==> config.mk <==
export PLATFORM = sky130hd
export DESIGN_NAME = corner_reader
export DESIGN_NICKNAME = d
export VERILOG_FILES = /design/src/rtl/corner_reader.sv
export SDC_FILE = /design/constraint.sdc
export NUM_CORES = 1
export LEC_CHECK = 0
export ABC_AREA = 1
export CAP_MARGIN = 0
export CORE_MARGIN = 2
export CORE_UTILIZATION = 33
export CTS_CLUSTER_SIZE = 14
export DETAILED_ROUTE_END_ITERATION = 16
export HOLD_SLACK_MARGIN = 0.15
export PLACE_DENSITY_LB_ADDON = 0.25
export SYNTH_ARGS = -nofsm -noshare
export SYNTH_HDL_FRONTEND = slang
export SYNTH_SLANG_ARGS = --single-unit
==> constraint.sdc <==
create_clock -name c -period 2.45 [get_ports c]
set_input_delay 0.49 -clock c [delete_from_list [all_inputs] [get_ports c]]
set_output_delay 0.49 -clock c [all_outputs]
set_load 0.03 [all_outputs]
==> src/rtl/corner_reader.sv <==
// Drains the two per-camera FWFT corner FIFOs round-robin and serializes each
// burst as one header word plus four 32-bit words per 128-bit record.
module corner_reader #(
    parameter int unsigned MAX_BURST = 16,
    parameter logic [7:0]  HDR_TAG   = 8'hA5
) (
    input  logic         c,
    input  logic         r_n,
    input  logic         en,
    input  logic [255:0] q,
    input  logic [1:0]   q_empty,
    input  logic [13:0]  q_avail,
    output logic [1:0]   q_read,
    output logic [31:0]  out_d,
    output logic         out_valid,
    input  logic         out_ready,
    output logic         out_last,
    output logic         busy,
    output logic [63:0]  rec_count
);
    typedef enum logic [1:0] {IDLE, HDR, WORD, GAP} state_t;

    localparam logic [7:0] MAXB = 8'(MAX_BURST);

    state_t          state_q;
    logic            cam_q;
    logic            ptr_q;
    logic [7:0]      rem_q;
    logic [1:0]      idx_q;
    logic [31:0]     out_d_q;
    logic            valid_q;
    logic            last_q;
    logic            busy_q;
    logic [1:0][31:0] cnt_q;

    logic [1:0]   elig;
    logic         pick;
    logic [7:0]   avail8;
    logic [7:0]   n_sel;
    logic [127:0] rec;
    logic         xfer;
    logic         rec_done;

    function automatic logic [31:0] word_of(input logic [127:0] r, input logic [1:0] i);
        logic [31:0] w;
        case (i)
            2'd0:    w = r[127:96];
            2'd1:    w = r[95:64];
            2'd2:    w = r[63:32];
            default: w = r[31:0];
        endcase
        return w;
    endfunction

    always_comb begin
        elig   = {2{en}} & ~q_empty;
        pick   = (elig == 2'b11) ? ptr_q : elig[1];
        avail8 = {1'b0, (pick ? q_avail[13:7] : q_avail[6:0])};
        // A non-empty FIFO reporting zero fill still holds at least one record.
        if (avail8 == 8'd0)
            avail8 = 8'd1;
        n_sel    = (avail8 > MAXB) ? MAXB : avail8;
        rec      = cam_q ? q[255:128] : q[127:0];
        xfer     = valid_q & out_ready;
        rec_done = (state_q == WORD) && xfer && (idx_q == 2'd3);
        q_read   = rec_done ? (cam_q ? 2'b10 : 2'b01) : 2'b00;
    end

    always_ff @(posedge c or negedge r_n) begin
        if (!r_n) begin
            state_q <= IDLE;
            cam_q   <= 1'b0;
            ptr_q   <= 1'b0;
            rem_q   <= 8'd0;
            idx_q   <= 2'd0;
            out_d_q <= 32'd0;
            valid_q <= 1'b0;
            last_q  <= 1'b0;
            busy_q  <= 1'b0;
            cnt_q   <= '0;
        end else begin
            case (state_q)
                IDLE: begin
                    if (|elig) begin
                        cam_q   <= pick;
                        rem_q   <= n_sel;
                        out_d_q <= {HDR_TAG, 7'd0, pick, 8'h00, n_sel};
                        valid_q <= 1'b1;
                        last_q  <= 1'b0;
                        busy_q  <= 1'b1;
                        state_q <= HDR;
                    end
                end
                HDR: begin
                    if (xfer) begin
                        idx_q   <= 2'd0;
                        out_d_q <= word_of(rec, 2'd0);
                        last_q  <= 1'b0;
                        state_q <= WORD;
                    end
                end
                WORD: begin
                    if (xfer) begin
                        if (idx_q != 2'd3) begin
                            idx_q   <= idx_q + 2'd1;
                            out_d_q <= word_of(rec, idx_q + 2'd1);
                            last_q  <= (idx_q == 2'd2) && (rem_q == 8'd1);
                        end else begin
                            cnt_q[cam_q] <= cnt_q[cam_q] + 32'd1;
                            rem_q   <= rem_q - 8'd1;
                            valid_q <= 1'b0;
                            last_q  <= 1'b0;
                            if (rem_q == 8'd1) begin
                                ptr_q   <= ~cam_q;
                                busy_q  <= 1'b0;
                                state_q <= IDLE;
                            end else begin
                                state_q <= GAP;
                            end
                        end
                    end
                end
                GAP: begin
                    // Popped head is now visible; restart at the next record's MSW.
                    idx_q   <= 2'd0;
                    out_d_q <= word_of(rec, 2'd0);
                    valid_q <= 1'b1;
                    last_q  <= 1'b0;
                    state_q <= WORD;
                end
                default: state_q <= IDLE;
            endcase
        end
    end

    assign out_d     = out_d_q;
    assign out_valid = valid_q;
    assign out_last  = last_q;
    assign busy      = busy_q;
    assign rec_count = cnt_q;
endmodule

==> flow_summary_export.csv, run 1 <==
group,metric,value,unit
outcome,status,"finished clean",
clock_network,h-tree-depth,4,
place,place_worst_setup_slack,0.0236,ns
logic_synthesis,asyncSetResetFlopFracSynth,100,%
logic_synthesis,postSynthRegisterBits,113,
sta,timing_worst_slew_pin_value,0.756,ns
clock_network,numCtsBuffers,17,
sta,setup_slack,0.122,ns
job,max_cap_viol_count,0,
logic_synthesis,synth_cell_type_count,44,
routing,avgRoutedWirePerCell,19.8,um
finish,stdcell_count,2084,
floorplan,floorplan.die.height,168,um
global_route,grt_pass1_wl,61100,um
logic_synthesis,ys.warnings.count,0,
floorplan,top_level_ports,377,
worst_setup_path,crit_arrival,1.84,ns
place,portbufs,376,
logic_synthesis,yosys_most_used_dff,"dfrtp_1",
global_route,grt_pass1_vias,10390,
sta,timing.final.setup_violations,0,
logic_synthesis,largest_family_of_logic_cells_by_synthesized_area,"simple AND/OR/NAND/NOR gates",
floorplan,dieArea,28400,um^2
sta,finalCritPeriodShare,95.0,%
routing,routed-via-count,10708,
power,peakVddDrop,0.500,mV
floorplan,die_w,168,um
global_route,number_of_antenna_violations_at_the_first_check_in_global_routing,11,
floorplan,initial_core_util,33.4,%
place,place_congestion,0.971,
worst_setup_path,cp.required,1.96,ns
power,power_density,911,nW/um^2
worst_setup_path,r2r-end,"rec_count[22]$_DFFE_PN0P_",
global_route,overflow,0,
logic_synthesis,synth_area,8920,um^2
clock_network,tritoncts_clock_tree,"done",
logic_synthesis,post_synth_mux_area_share,2.58,%
power,power.total,12.5,mW
routing,detailed_route_drc_error_count,0,
worst_setup_path,worst_setup_path_startpoint,"cam_q$_DFFE_PN0P_",
clock_network,path_clk_slew,0.06,ns
place,numPlacedInstances,2040,
floorplan,core-area,26700,um^2
sta,layout_min_cycle_time,2.33,ns
routing,ant_nets,0,
floorplan,floorplan.rows,60,
logic_synthesis,synth_compound_gate_area_share,20.7,%
routing,total_length_of_routed_wires,41300,um
clock_network,clock-root-buffer,"clkbuf_16",
finish,drive_above_1_share,9.28,%
hold_path,min-delay-path-class,"in2async",
worst_setup_path,r2r.worst_path.cells,13,
finish,nNetsFinal,2007,
logic_synthesis,yosysSeqAreaShare,31.7,%
sta,setup_skew,0.0129,ns
worst_setup_path,crit-reg2reg-launch,"cam_q$_DFFE_PN0P_",
global_route,met3_usage,8.02,%
power,static-leakage-power,5.99,nW
worst_setup_path,timing.critical_path.to_type,"primary output",
logic_synthesis,synth-xor-area-share,2.09,%
worst_setup_path,cp-start-kind,"register",
global_route,grt.met2_usage,47.8,%
logic_synthesis,syn_avg_cell_area,6.56,um^2
worst_setup_path,path_class,"reg2out",
logic_synthesis,synth_enable_flop_cells,0,
logic_synthesis,synth_nets,1646,
routing,detail_route.vias_per_cell,5.14,
routing,drt_iter0_drc,758,
clock_network,clkSinkCount,113,
place,post-dp-hpwl,32000,um
global_route,groute.usage.overall,28.4,%
sta,hold_viol_final,0,
logic_synthesis,postSynthCellCount,1361,
clock_network,clock_insertion_delay_worst_skew,0.42,ns
worst_setup_path,rrSetupSlack,0.23,ns
sta,fin_setup_tns,0,ns
finish,flow.area_growth_from_synthesis,53.4,%
worst_setup_path,critical_path_peak_fanout,31,
global_route,grt-busiest-layer,"met2",
sta,achievable-frequency,0.430,GHz
clock_network,cts.path.max_buffers,2,
sta,slew_viol_final,0,
logic_synthesis,synth_simple_gate_area_share,33.4,%
routing,drt-pass1-iter-count,5,
logic_synthesis,post_synth_fa_ha_maj_area_fraction,1.26,%
sta,timing.max_slew.rel_slack,49.6,%
global_route,met1_usage,33.2,%
global_route,grt_max_degree,114,
worst_setup_path,crit_path_end,"q_read[1]",
sta,grt_setup_unrepaired,"no",
-- layout by cell type, fill, tap and decap left out, types with 3 or more instances in the layout --
master and instances:
nor2_1 194, nand2_1 398, ha_1 9, nand4_1 5, nand3_1 33, or2_2 9, clkdlybuf4s50_1 373, o21ai_0 147
o21a_1 12, dfrtp_1 109, nor2_4 14, buf_12 5, nand2_2 17, clkbuf_8 3, xor2_1 7, a21oi_1 88
inv_2 11, diode_2 9, clkinvlp_4 3, dfrtp_2 3, o211ai_1 13, nor2_2 10, o21ai_1 36, buf_4 38
xnor2_1 5, clkinv_2 4, o22ai_1 24, clkbuf_16 17, nand2_4 5, mux2i_1 23, nand3b_1 8, o21ai_2 6
xor2_2 5, inv_1 74
-- logic make-up after synthesis --
kind of cell / Yosys count
buffers and inverters: 164
adder cells (fa/ha/maj): 9
flip-flops: 113
AND/OR/NAND/NOR: 699
XOR/XNOR: 17
AO/OA/AOI/OAI: 336
multiplexers: 23
-- stage by stage --
stage	area (um^2)	hold WS (ns)	util, %
global placement	13100	0.471	48.9
finish	13700	0.175	51.2
floorplan	8920	0.194	-
CTS	13600	0.202	51.0
detailed placement	13100	0.478	48.9
global route	13700	0.217	51.2
-- Yosys cell counts (2+ instances only) --
| cell type | count | area (um^2) |
|---|---|---|
| o21ai_1 | 36 | 180 |
| inv_2 | 12 | 45.0 |
| ha_1 | 9 | 113 |
| a31oi_1 | 2 | 12.5 |
| buf_6 | 7 | 78.8 |
| o21ai_2 | 6 | 52.6 |
| o21a_1 | 12 | 90.1 |
| nand3b_1 | 8 | 60.1 |
| nor2_1 | 194 | 728 |
| or2_2 | 9 | 56.3 |
| nand2_2 | 17 | 106 |
| nand2_4 | 5 | 56.3 |
| inv_1 | 75 | 282 |
| nand2_1 | 398 | 1490 |
| xor2_2 | 5 | 81.3 |
| nor3_1 | 2 | 10.0 |
| a21oi_1 | 88 | 440 |
| o21ai_0 | 147 | 736 |
| clkbuf_1 | 27 | 101 |
| mux2i_1 | 23 | 230 |
| o22ai_1 | 24 | 150 |
| xor2_1 | 7 | 61.3 |
| nand4_1 | 5 | 31.3 |
| nand3_1 | 33 | 165 |
| xnor2_1 | 5 | 43.8 |
| nor2_2 | 10 | 62.6 |
| dfrtp_1 | 113 | 2830 |
| o211ai_1 | 13 | 97.6 |
| buf_4 | 6 | 45.0 |
| o21ai_4 | 2 | 32.5 |
| buf_2 | 35 | 175 |
| nor2_4 | 14 | 158 |
-- per-layer routing --
metal / part of all wire, % / vias up
met2: 49 / 456
met4: 4.5 / 4
met3: 7.8 / 88
li1: - / 5158
met1: 39 / 5002
met5: 0.061 / -
-- layout make-up --
cell class              instances  area [um^2]
fillers                      2676        13000
multi-input cells            1084         5350
repair buffers                419         4190
flip-flops and latches        113         2840
clock buffers                  22          474
well taps                     341          427
inverters                      87          329
clock inverters                 9         60.1
diodes                          9         22.5
-- critical path, cell delays in order, from the launching register on --
cell	delay, ns
dfrtp_4	0.58
inv_4	0.18
buf_6	0.21
buf_16	0.20
nor2_4	0.07
buf_4	0.18
-- how the worst min path moves through the flow --
| stage | from | depth (start not counted) | to | slack [ns] |
|---|---|---|---|---|
| final | r_n | 2 | rec_count[9]$_DFFE_PN0P_ | 0.18 |
| after global routing | r_n | 2 | rec_count[9]$_DFFE_PN0P_ | 0.22 |
| after CTS | r_n | 2 | rec_count[9]$_DFFE_PN0P_ | 0.20 |
| after detailed placement | ptr_q$_DFFE_PN0P_ | 2 | ptr_q$_DFFE_PN0P_ | 0.48 |
| after global placement | ptr_q$_DFFE_PN0P_ | 2 | ptr_q$_DFFE_PN0P_ | 0.47 |
| after floorplan | r_n | 0 | busy$_DFFE_PN0P_ | 0.19 |
-- repair_timing --
item / CTS / global route
setup endpoints to repair: 1 / 11
cloned: 1 / 0
hold endpoints to repair: 0 / 0
resized for setup: 1 / 4
buffers inserted: 0 / 3
hold buffers: 0 / 0
-- power by group --
group | internal [mW] | leakage, nW | switching [mW] | total [mW]
Combinational | 2.85 | 4.26 | 4.51 | 7.36
Clock | 1.36 | 0.258 | 0.947 | 2.31
Sequential | 2.36 | 1.47 | 0.443 | 2.81
Total | 6.57 | 5.99 | 5.90 | 12.5
-- sequential cells by signal (all words and copies together) (netlist names) --
register and cells:
busy 1, out_valid 1, out_d 32, idx_q 2, rem_q 8, rec_count 64, cam_q 1, state_q 2
ptr_q 1, out_last 1
Power figures use the tool's default switching activity.
==> inputs of run 2 (changes only) <==
--- a/config.mk
+++ b/config.mk
@@ -12,7 +12,9 @@
 export CTS_CLUSTER_SIZE = 14
 export DETAILED_ROUTE_END_ITERATION = 16
 export HOLD_SLACK_MARGIN = 0.15
-export PLACE_DENSITY_LB_ADDON = 0.25
+export PLACE_DENSITY_LB_ADDON = 0.12
+export SKIP_CTS_REPAIR_TIMING = 1
+export SLEW_MARGIN = 10
 export SYNTH_ARGS = -nofsm -noshare
 export SYNTH_HDL_FRONTEND = slang
 export SYNTH_SLANG_ARGS = --single-unit
==> flow_summary_export.csv, run 2 (synthesis gave the netlist of run 1 again) <==
group,metric,value,unit
worst_setup_path,cp.required,1.96,ns
global_route,overflow,0,
clock_network,clock-root-buffer,"clkbuf_16",
place,post-dp-hpwl,30800,um
finish,largest_reg_flops,64,
floorplan,core-area,26700,um^2
sta,finalCritPeriodShare,95.5,%
floorplan,floorplan.rows,60,
floorplan,die_w,168,um
power,power.switching,5.86,mW
finish,finish.utilization,51.3,%
worst_setup_path,critPathTopFamily,"simple AND/OR/NAND/NOR gates",
sta,layout_min_cycle_time,2.34,ns
clock_network,cts.path.max_buffers,2,
hold_path,hp-start,"out_d[29]$_DFFE_PN0P_",
floorplan,initial_core_util,33.4,%
outcome,status,"finished clean",
clock_network,h-tree-depth,4,
finish,nFillCells,2653,
worst_setup_path,r2r.worst_path.cells,11,
global_route,grt_max_degree,77,
finish,layout_commonest_cell,"nand2_1",
job,max_cap_viol_count,0,
routing,ant_nets,0,
clock_network,clock_insertion_delay_worst_skew,0.43,ns
power,p_comb_share,56.5,%
worst_setup_path,path_class,"reg2out",
worst_setup_path,critical_path_peak_fanout,6,
finish,finalInstanceArea,13700,um^2
worst_setup_path,rrSetupSlack,0.23,ns
routing,detailed_route_drc_error_count,0,
finish,stdcell_count,2067,
power,peakVddDrop,0.583,mV
floorplan,floorplan.die.height,168,um
routing,drt-pass1-iter-count,6,
finish,layout.cells.most_common_list,"nand2_1, clkdlybuf4s50_1, nor2_1, o21ai_0, dfrtp_1",
global_route,number_of_antenna_violations_at_the_first_check_in_global_routing,2,
floorplan,top_level_ports,377,
place,portbufs,376,
sta,timing.max_slew.rel_slack,48.5,%
routing,top_layer_used,"met4",
worst_setup_path,worst_path_max_delay_cell,"dfrtp_2",
finish,multi_input_comb_area,5350,um^2
finish,nNetsFinal,1996,
worst_setup_path,critical_path.cell_chain,"ha_1, inv_1, nor2_4, inv_2, nor2_2, inv_2, nor2_4, buf_6",
worst_setup_path,crit-reg2reg-launch,"cam_q$_DFFE_PN0P_",
routing,avgRoutedWirePerCell,19.0,um
routing,total_length_of_routed_wires,39300,um
sta,setup_skew,0.00880,ns
global_route,groute.usage.overall,27.1,%
global_route,grt_pass1_vias,10107,
power,power_report.internal_total,6.89,mW
routing,met2_wire_length,19500,um
place,place_congestion,0.933,
clock_network,path_clk_slew,0.05,ns
worst_setup_path,r2r-end,"rec_count[61]$_DFFE_PN0P_",
sta,timing.final.setup_violations,0,
routing,m1WireLength,16400,um
global_route,grt_pass1_wl,59100,um
finish,flow.area_growth_from_synthesis,53.6,%
place,numPlacedInstances,2031,
clock_network,numCtsBuffers,17,
place,detailed_place.area,13000,um^2
worst_setup_path,timing.critical_path.to_type,"primary output",
worst_setup_path,crit_buf_inv,4,
sta,timing_worst_slew_pin_value,0.772,ns
power,netSwitchingFraction,45.9,%
worst_setup_path,max_stage_delay,0.41,ns
hold_path,min_delay_path_depth,2,
hold_path,min-delay-path-class,"reg2reg",
power,seqPwrFrac,21.6,%
sta,grt_setup_unrepaired,"yes",
floorplan,dieArea,28400,um^2
routing,detail_route.vias_per_cell,5.07,
sta,achievable-frequency,0.428,GHz
power,p_clk_share,21.9,%
finish,layout.area.seq,2840,um^2
routing,met3RoutedLength,2340,um
clock_network,tritoncts_clock_tree,"done",
sta,hold_viol_final,0,
power,power_density,930,nW/um^2
hold_path,end_of_the_worst_hold_path,"out_d[29]$_DFFE_PN0P_",
worst_setup_path,cp-start-kind,"register",
worst_setup_path,crit_arrival,1.85,ns
routing,routed-via-count,10479,
clock_network,clkSinkCount,113,
power,static-leakage-power,5.96,nW
finish,drive_above_1_share,8.82,%
routing,drt_iter0_drc,702,
sta,slew_viol_final,0,
run 2: power by group through the flow:
stage / registers (mW) / logic (mW) / clock network, mW
CTS: 2.76 / 7.18 / 2.83
global placement: 2.77 / 7.15 / 0
finish: 2.75 / 7.20 / 2.79
floorplan: 3.36 / 3.79 / 0
detailed placement: 2.77 / 7.16 / 0
global route: 2.81 / 7.87 / 2.91
run 2: final cells by class:
class                           instances  area share [%]
Clock buffer                           19            3.23
Clock inverter                         13            1.53
Antenna cell                            2          0.0365
Inverter                               87            2.40
Multi-Input combinational cell       1084            39.0
Timing Repair Buffer                  408            29.9
Tap cell                              341            3.11
Sequential cell                       113            20.7
run 2: how the worst max path moves through the flow:
stage	slack [ns]	to	startpoint	cells past startpoint
3_5_place_dp	0.02	out_d[2]$_DFFE_PN0P_	q_empty[0]	9
4_1_cts	-0.03	q_read[0]	state_q[0]$_DFFE_PN0P_	8
5_1_grt	-0.02	q_read[0]	idx_q[1]$_DFFE_PN0P_	8
6_report	0.11	q_read[0]	idx_q[1]$_DFFE_PN0P_	8
3_3_place_gp	0.05	out_d[2]$_DFFE_PN0P_	q_empty[0]	9
2_1_floorplan	0.43	rec_count[38]$_DFFE_PN0P_	cam_q$_DFFE_PN0P_	10
run 2: worst min-delay path: stages (launching register included):
cell and delay [ns]:
dfrtp_1 0.35, nand2_1 0.06, nand2_1 0.05
run 2: routing by layer:
layer  up-vias  global-route usage (%)
met5         -                       0
met4         0                    8.40
met3        52                    5.10
met2       382                    46.9
met1      4914                    34.2
li1       5131                       -
run 2: through the flow:
stage / TNS [ns] / total power [mW] / worst slack [ns] / hold slack (ns)
floorplan: 0 / 7.15 / 0.433 / 0.194
global placement: 0 / 9.91 / 0.0550 / 0.466
detailed placement: 0 / 9.93 / 0.0217 / 0.475
CTS: -0.0285 / 12.8 / -0.0285 / 0.0796
global route: -0.0175 / 13.6 / -0.0175 / 0.531
finish: 0 / 12.7 / 0.111 / 0.493
